$ cat config.mk
export PLATFORM = sky130hd
export DESIGN_NAME = cmd_issuer
export DESIGN_NICKNAME = d
export VERILOG_FILES = /design/src/rtl/cmd_issuer.sv
export SDC_FILE = /design/constraint.sdc
export NUM_CORES = 1
export LEC_CHECK = 0
export CAP_MARGIN = 25
export CORE_ASPECT_RATIO = 1.5
export CORE_MARGIN = 2
export CORE_UTILIZATION = 40
export CTS_CLUSTER_DIAMETER = 80
export CTS_CLUSTER_SIZE = 20
export DETAILED_ROUTE_END_ITERATION = 8
export PLACE_DENSITY = 0.77
export SLEW_MARGIN = 20
export SYNTH_ARGS = -nofsm -noshare
export SYNTH_HDL_FRONTEND = slang
export SYNTH_SLANG_ARGS = --single-unit
$ cat constraint.sdc
create_clock -name clk -period 2.1 [get_ports clk]
set_input_delay 0.42 -clock clk [delete_from_list [all_inputs] [get_ports clk]]
set_output_delay 0.42 -clock clk [all_outputs]
set_load 0.005 [all_outputs]
$ cat src/rtl/cmd_issuer.sv
// Host-side command issuer for the n-bit CPU core: takes one request at a time, drives the core for LATENCY cycles and returns the result.
// Optional error stop is enabled by defining CMD_ISSUER_ERR_STOP_EN.
`timescale 1ns/1ps

module cmd_issuer #(
    parameter int WIDTH   = 8,
    parameter int LATENCY = 4
) (
    input  logic               clk,
    input  logic               rst,
    input  logic               req_valid,
    output logic               req_ready,
    input  logic [6:0]         req_cmd,
    input  logic [WIDTH-1:0]   req_op1,
    input  logic [WIDTH-1:0]   req_op2,
    input  logic [WIDTH-1:0]   req_op3,
    output logic [6:0]         cpu_cmd,
    output logic [WIDTH-1:0]   cpu_din_1,
    output logic [WIDTH-1:0]   cpu_din_2,
    output logic [WIDTH-1:0]   cpu_din_3,
    input  logic [WIDTH-1:0]   cpu_dout_low,
    input  logic [WIDTH-1:0]   cpu_dout_high,
    input  logic               cpu_zero,
    input  logic               cpu_error,
    output logic               rsp_valid,
    input  logic               rsp_ready,
    output logic [2*WIDTH-1:0] rsp_data,
    output logic               rsp_zero,
    output logic               rsp_error,
    output logic               busy,
    output logic [7:0]         err_count,
    output logic               halted,
    input  logic               clr_halt
);

    localparam int CW = (LATENCY > 1) ? $clog2(LATENCY) : 1;

    typedef enum logic [1:0] {
        IDLE  = 2'd0,
        DRIVE = 2'd1,
        RESP  = 2'd2
    } state_t;

    state_t        state;
    logic [CW-1:0] hold_cnt;
    logic          capture;

    assign capture   = (state == DRIVE) && (hold_cnt == '0);
    assign req_ready = (state == IDLE) && !halted;
    assign rsp_valid = (state == RESP);
    assign busy      = (state != IDLE);

`ifndef CMD_ISSUER_ERR_STOP_EN
    logic unused_clr_halt;
    assign unused_clr_halt = clr_halt;
    assign halted          = 1'b0;
`endif

    always_ff @(posedge clk or negedge rst) begin
        if (!rst) begin
            state     <= IDLE;
            hold_cnt  <= '0;
            cpu_cmd   <= 7'h00;
            cpu_din_1 <= '0;
            cpu_din_2 <= '0;
            cpu_din_3 <= '0;
            rsp_data  <= '0;
            rsp_zero  <= 1'b0;
            rsp_error <= 1'b0;
            err_count <= 8'h00;
`ifdef CMD_ISSUER_ERR_STOP_EN
            halted    <= 1'b0;
`endif
        end else begin
`ifdef CMD_ISSUER_ERR_STOP_EN
            // A fresh error capture takes priority over a simultaneous clear.
            if (capture && cpu_error) begin
                halted <= 1'b1;
            end else if (clr_halt) begin
                halted <= 1'b0;
            end
`endif
            case (state)
                IDLE: begin
                    if (req_valid && req_ready) begin
                        cpu_cmd   <= req_cmd;
                        cpu_din_1 <= req_op1;
                        cpu_din_2 <= req_op2;
                        cpu_din_3 <= req_op3;
                        hold_cnt  <= CW'(LATENCY - 1);
                        state     <= DRIVE;
                    end
                end
                DRIVE: begin
                    // Operands stay on cpu_din after the command drops back to NOP.
                    if (capture) begin
                        rsp_data  <= {cpu_dout_high, cpu_dout_low};
                        rsp_zero  <= cpu_zero;
                        rsp_error <= cpu_error;
                        cpu_cmd   <= 7'h00;
                        if (cpu_error && (err_count != 8'hFF)) begin
                            err_count <= err_count + 8'd1;
                        end
                        state <= RESP;
                    end else begin
                        hold_cnt <= hold_cnt - 1'b1;
                    end
                end
                RESP: begin
                    if (rsp_ready) begin
                        state <= IDLE;
                    end
                end
                default: state <= IDLE;
            endcase
        end
    end

endmodule

==> impl_metrics.py <==
metrics = {
    "die": {
        "die_x_um": 68.8,
        "initial_core_util_pct": 41.1,
        "ios": 115,
        "num_rows": 35,
        "die_area_sq_mm": 0.00696,
        "core-area_sq_mm": 0.00613,
        "die_y_um": 101,
    },
    "drt": {
        "routed_via_density": 4.90,
        "routedWlPerCell_um": 14.7,
        "vias": 1818,
        "first_pass_iters": 4,
        "drc_errors": 0,
        "drt_iter0_markers": 85,
        "postRouteAntennaNets": 0,
        "finalWirelength_mm": 5.46,
    },
    "run_status": {
        "outcome": "complete, no violations",
    },
    "synthesis": {
        "synth.avg_cell_area_sq_um": 14.7,
        "synthAdderAreaFrac_pct": 0.994,
        "synthSimpleGateAreaFrac_pct": 6.71,
        "synth-seq-cells": 61,
        "yosysWarnings": 0,
        "synth_top_family_by_area": "multiplexers",
        "syn_area_sq_mm": 0.00252,
        "syn_inst": 171,
        "synthMuxAreaShare_pct": 20.9,
        "syn-num-nets": 227,
        "yosysUniqueCellTypes": 36,
        "synth_compound_area_share_pct": 6.01,
        "synth_seq_area_share_pct": 60.6,
        "synth_xor_area_share_pct": 1.04,
    },
    "placed_design": {
        "gp_congestion": 0.771,
        "placedCellCount": 354,
        "port_buffers": 112,
        "place_area_sq_mm": 0.00373,
        "dp_hpwl_mm": 3.98,
    },
    "finish": {
        "antennaDiodeCount": 0,
        "instances_no_fill": 371,
        "syn_to_final_growth_pct": 57.0,
        "fillers": 504,
        "register_area_sq_mm": 0.00153,
        "nNetsFinal": 349,
        "multiInputGateArea_sq_um": 902,
        "drive_gt1_share_pct": 25.3,
        "fin_area_sq_mm": 0.00396,
    },
    "power": {
        "p_leak_nw": 1.69,
        "ir_worst_vdd_mv": 0.699,
        "power.density_mw_per_mm2": 1360,
    },
    "worst_setup_path": {
        "r2r_start": "hold_cnt[0]",
        "path_max_fanout": 5,
        "cp_slowest_cell": "clkdlybuf4s50_1",
        "cp.arrival_ns": 1.61,
        "max_stage_delay_ns": 0.48,
        "r2r_setup_slack_ns": 0.36,
        "startpoint": "state[1]",
        "crit_chain": "or2_2, inv_1, clkdlybuf4s50_1",
        "cp.required_ns": 1.68,
        "end_kind": "output pin",
        "worstSetupPathType": "reg2out",
        "startpoint_type": "register",
    },
    "grt": {
        "track_usage_pct": 16.3,
        "grt_max_degree": 37,
        "grt_pass1_vias": 1793,
        "grt_pass1_wl_mm": 8.31,
        "antenna_found_initial": 0,
        "grt_overflow": 0,
    },
    "clocking": {
        "ctsHoldBuffers": 0,
        "cts.sinks": 61,
        "cts_tree": "built",
        "cts_buffers": 9,
        "path_clk_slew_ns": 0.06,
        "htreeDepth": 3,
        "clk_latency_ns": 0.33,
        "cts_buffer_depth": 2,
        "clock-root-buffer": "clkbuf_8",
    },
    "sta": {
        "setup_viol": 0,
        "rsz0062_at_grt": "no",
        "min_period_ns": 2.03,
        "tns_ns": 0,
        "fin_skew_ns": 0.00934,
        "relSlewSlack_pct": 58.9,
        "drv_slew": 0,
        "hold_viol": 0,
        "period_share_pct": 96.4,
        "worstMarginPinSlew_ns": 0.616,
        "fmax_ghz": 0.494,
    },
    "hold_path": {
        "hp-class": "in2async",
    },
    "run": {
        "cap_violations": 0,
    },
}
synthesized netlist by cell type:
cell       count  area [sq um]
mux2_2        45           507
buf_4          5          37.5
nor2_1         3          11.3
buf_6          2          22.5
nor2b_1        1          6.26
a22oi_1        1          7.51
inv_1          7          26.3
dfrtp_1       61          1530
nor3b_4        1          18.8
xnor2_1        2          17.5
nor4_1         1          6.26
nand3_1        3          15.0
o21a_1         1          7.51
o21ai_0        2          10.0
nand2_1        5          18.8
xor2_1         1          8.76
a211oi_1       1          7.51
o21bai_1       1          7.51
conb_1         1          3.75
and4_1         1          8.76
nand4b_4       1          23.8
nor3_1         2          10.0
mux2i_1        2          20.0
and3_1         1          6.26
and3b_2        1          10.0
nand3b_1       1          7.51
or2b_1         1          7.51
a21o_2         1          8.76
a2111oi_4      1          27.5
or2_2          1          6.26
a211o_1        1          8.76
a22o_1         7          61.3
a21oi_1        1          5.00
ha_1           2          25.0
clkbuf_1       1          3.75
nand2b_1       2          12.5
worst paths after layout:
kind	endpoint	depth (start not counted)
worst min register to register	rsp_error	2
worst min-delay path	cpu_din_2[6]	1
worst max register to register	err_count[7]	5
max in group asynchronous	state[1]	2
min in group clk	rsp_error	2
worst max-delay path	req_ready	3
placed cells by master (no fill, tap or decap), drive strengths merged:
master	Yosys	layout
clkdlybuf4s50	0	111
dfrtp	61	61
mux2	45	45
clkbuf	1	10
buf	7	8
inv	7	7
a22o	7	7
nand2	5	5
nand3	3	3
nor2	3	3
clkinv	0	3
xnor2	2	2
nand2b	2	2
o21ai	2	2
mux2i	2	2
nor3	2	2
ha	2	2
bufinv	0	2
or2	1	1
or2b	1	1
and4	1	1
nand4b	1	1
a2111oi	1	1
xor2	1	1
and3	1	1
a211oi	1	1
a211o	1	1
o21a	1	1
a21o	1	1
nor3b	1	1
nand3b	1	1
nor2b	1	1
a21oi	1	1
o21bai	1	1
a22oi	1	1
nor4	1	1
and3b	1	1
conb	1	1
sequential cells by signal, indices dropped and copies added (netlist names):
name and count:
state 2, rsp_data 16, hold_cnt 2, cpu_cmd 7, cpu_din_2 8, cpu_din_3 8, rsp_zero 1, cpu_din_1 8
rsp_error 1, err_count 8
per-layer routing:
| metal | vias to the layer above | global-route usage (%) | share of wire (%) |
|---|---|---|---|
| met3 | 10 | 6.11 | 8.8 |
| met5 | - | 0 | 0 |
| met4 | 0 | 7.84 | 2.1 |
| li1 | 842 | - | - |
| met1 | 891 | 19.0 | 40 |
| met2 | 75 | 26.0 | 49 |
critical path, delay by kind of cell (launching register included):
| kind | cells | cell delay (ns) |
|---|---|---|
| buf+inv | 2 | 0.54 |
| flops | 1 | 0.43 |
| simple gates | 1 | 0.31 |
cell type report:
cell class,instances,area share (%)
Clock buffer,10,3.48
Clock inverter,5,1.90
Inverter,7,0.664
Multi-Input combinational cell,95,22.8
Sequential cell,61,38.6
Tap cell,74,2.34
Timing Repair Buffer,119,30.2
repair_timing:
action,CTS,global route
pin swaps,0,0
cloned,0,0
gates resized for setup,1,0
setup endpoints to repair,2,1
setup buffers,0,2
through the flow:
| stage | hold slack [ns] | util (%) | worst slack (ns) | total power (W) |
|---|---|---|---|---|
| 5_1_grt | 0.122 | 64.5 | 0.00457 | 0.00573 |
| 2_1_floorplan | 0.124 | - | 0.518 | 0.00293 |
| 4_1_cts | 0.106 | 64.3 | 0.00501 | 0.00544 |
| 3_5_place_dp | 0.470 | 60.8 | 0.194 | 0.00429 |
| 3_3_place_gp | 0.463 | 60.8 | 0.211 | 0.00420 |
| 6_report | 0.0962 | 64.5 | 0.0748 | 0.00536 |
report_power, final:
group,internal (W),switching [W],leakage (nW)
clock,0.000687,0.000427,0.112
combinational,0.00156,0.000697,0.853
sequential,0.00171,0.000273,0.723
logic make-up (layout without fill, tap and decap cells):
kind of cell,after synthesis,in the layout
flip-flops,61,61
XOR/XNOR,3,3
multiplexers,47,47
AND/OR/NAND/NOR,25,25
other,1,1
AO/OA/AOI/OAI,17,17
buffers and inverters,15,141
adder cells (fa/ha/maj),2,2
(Power assumes the default switching activity.)
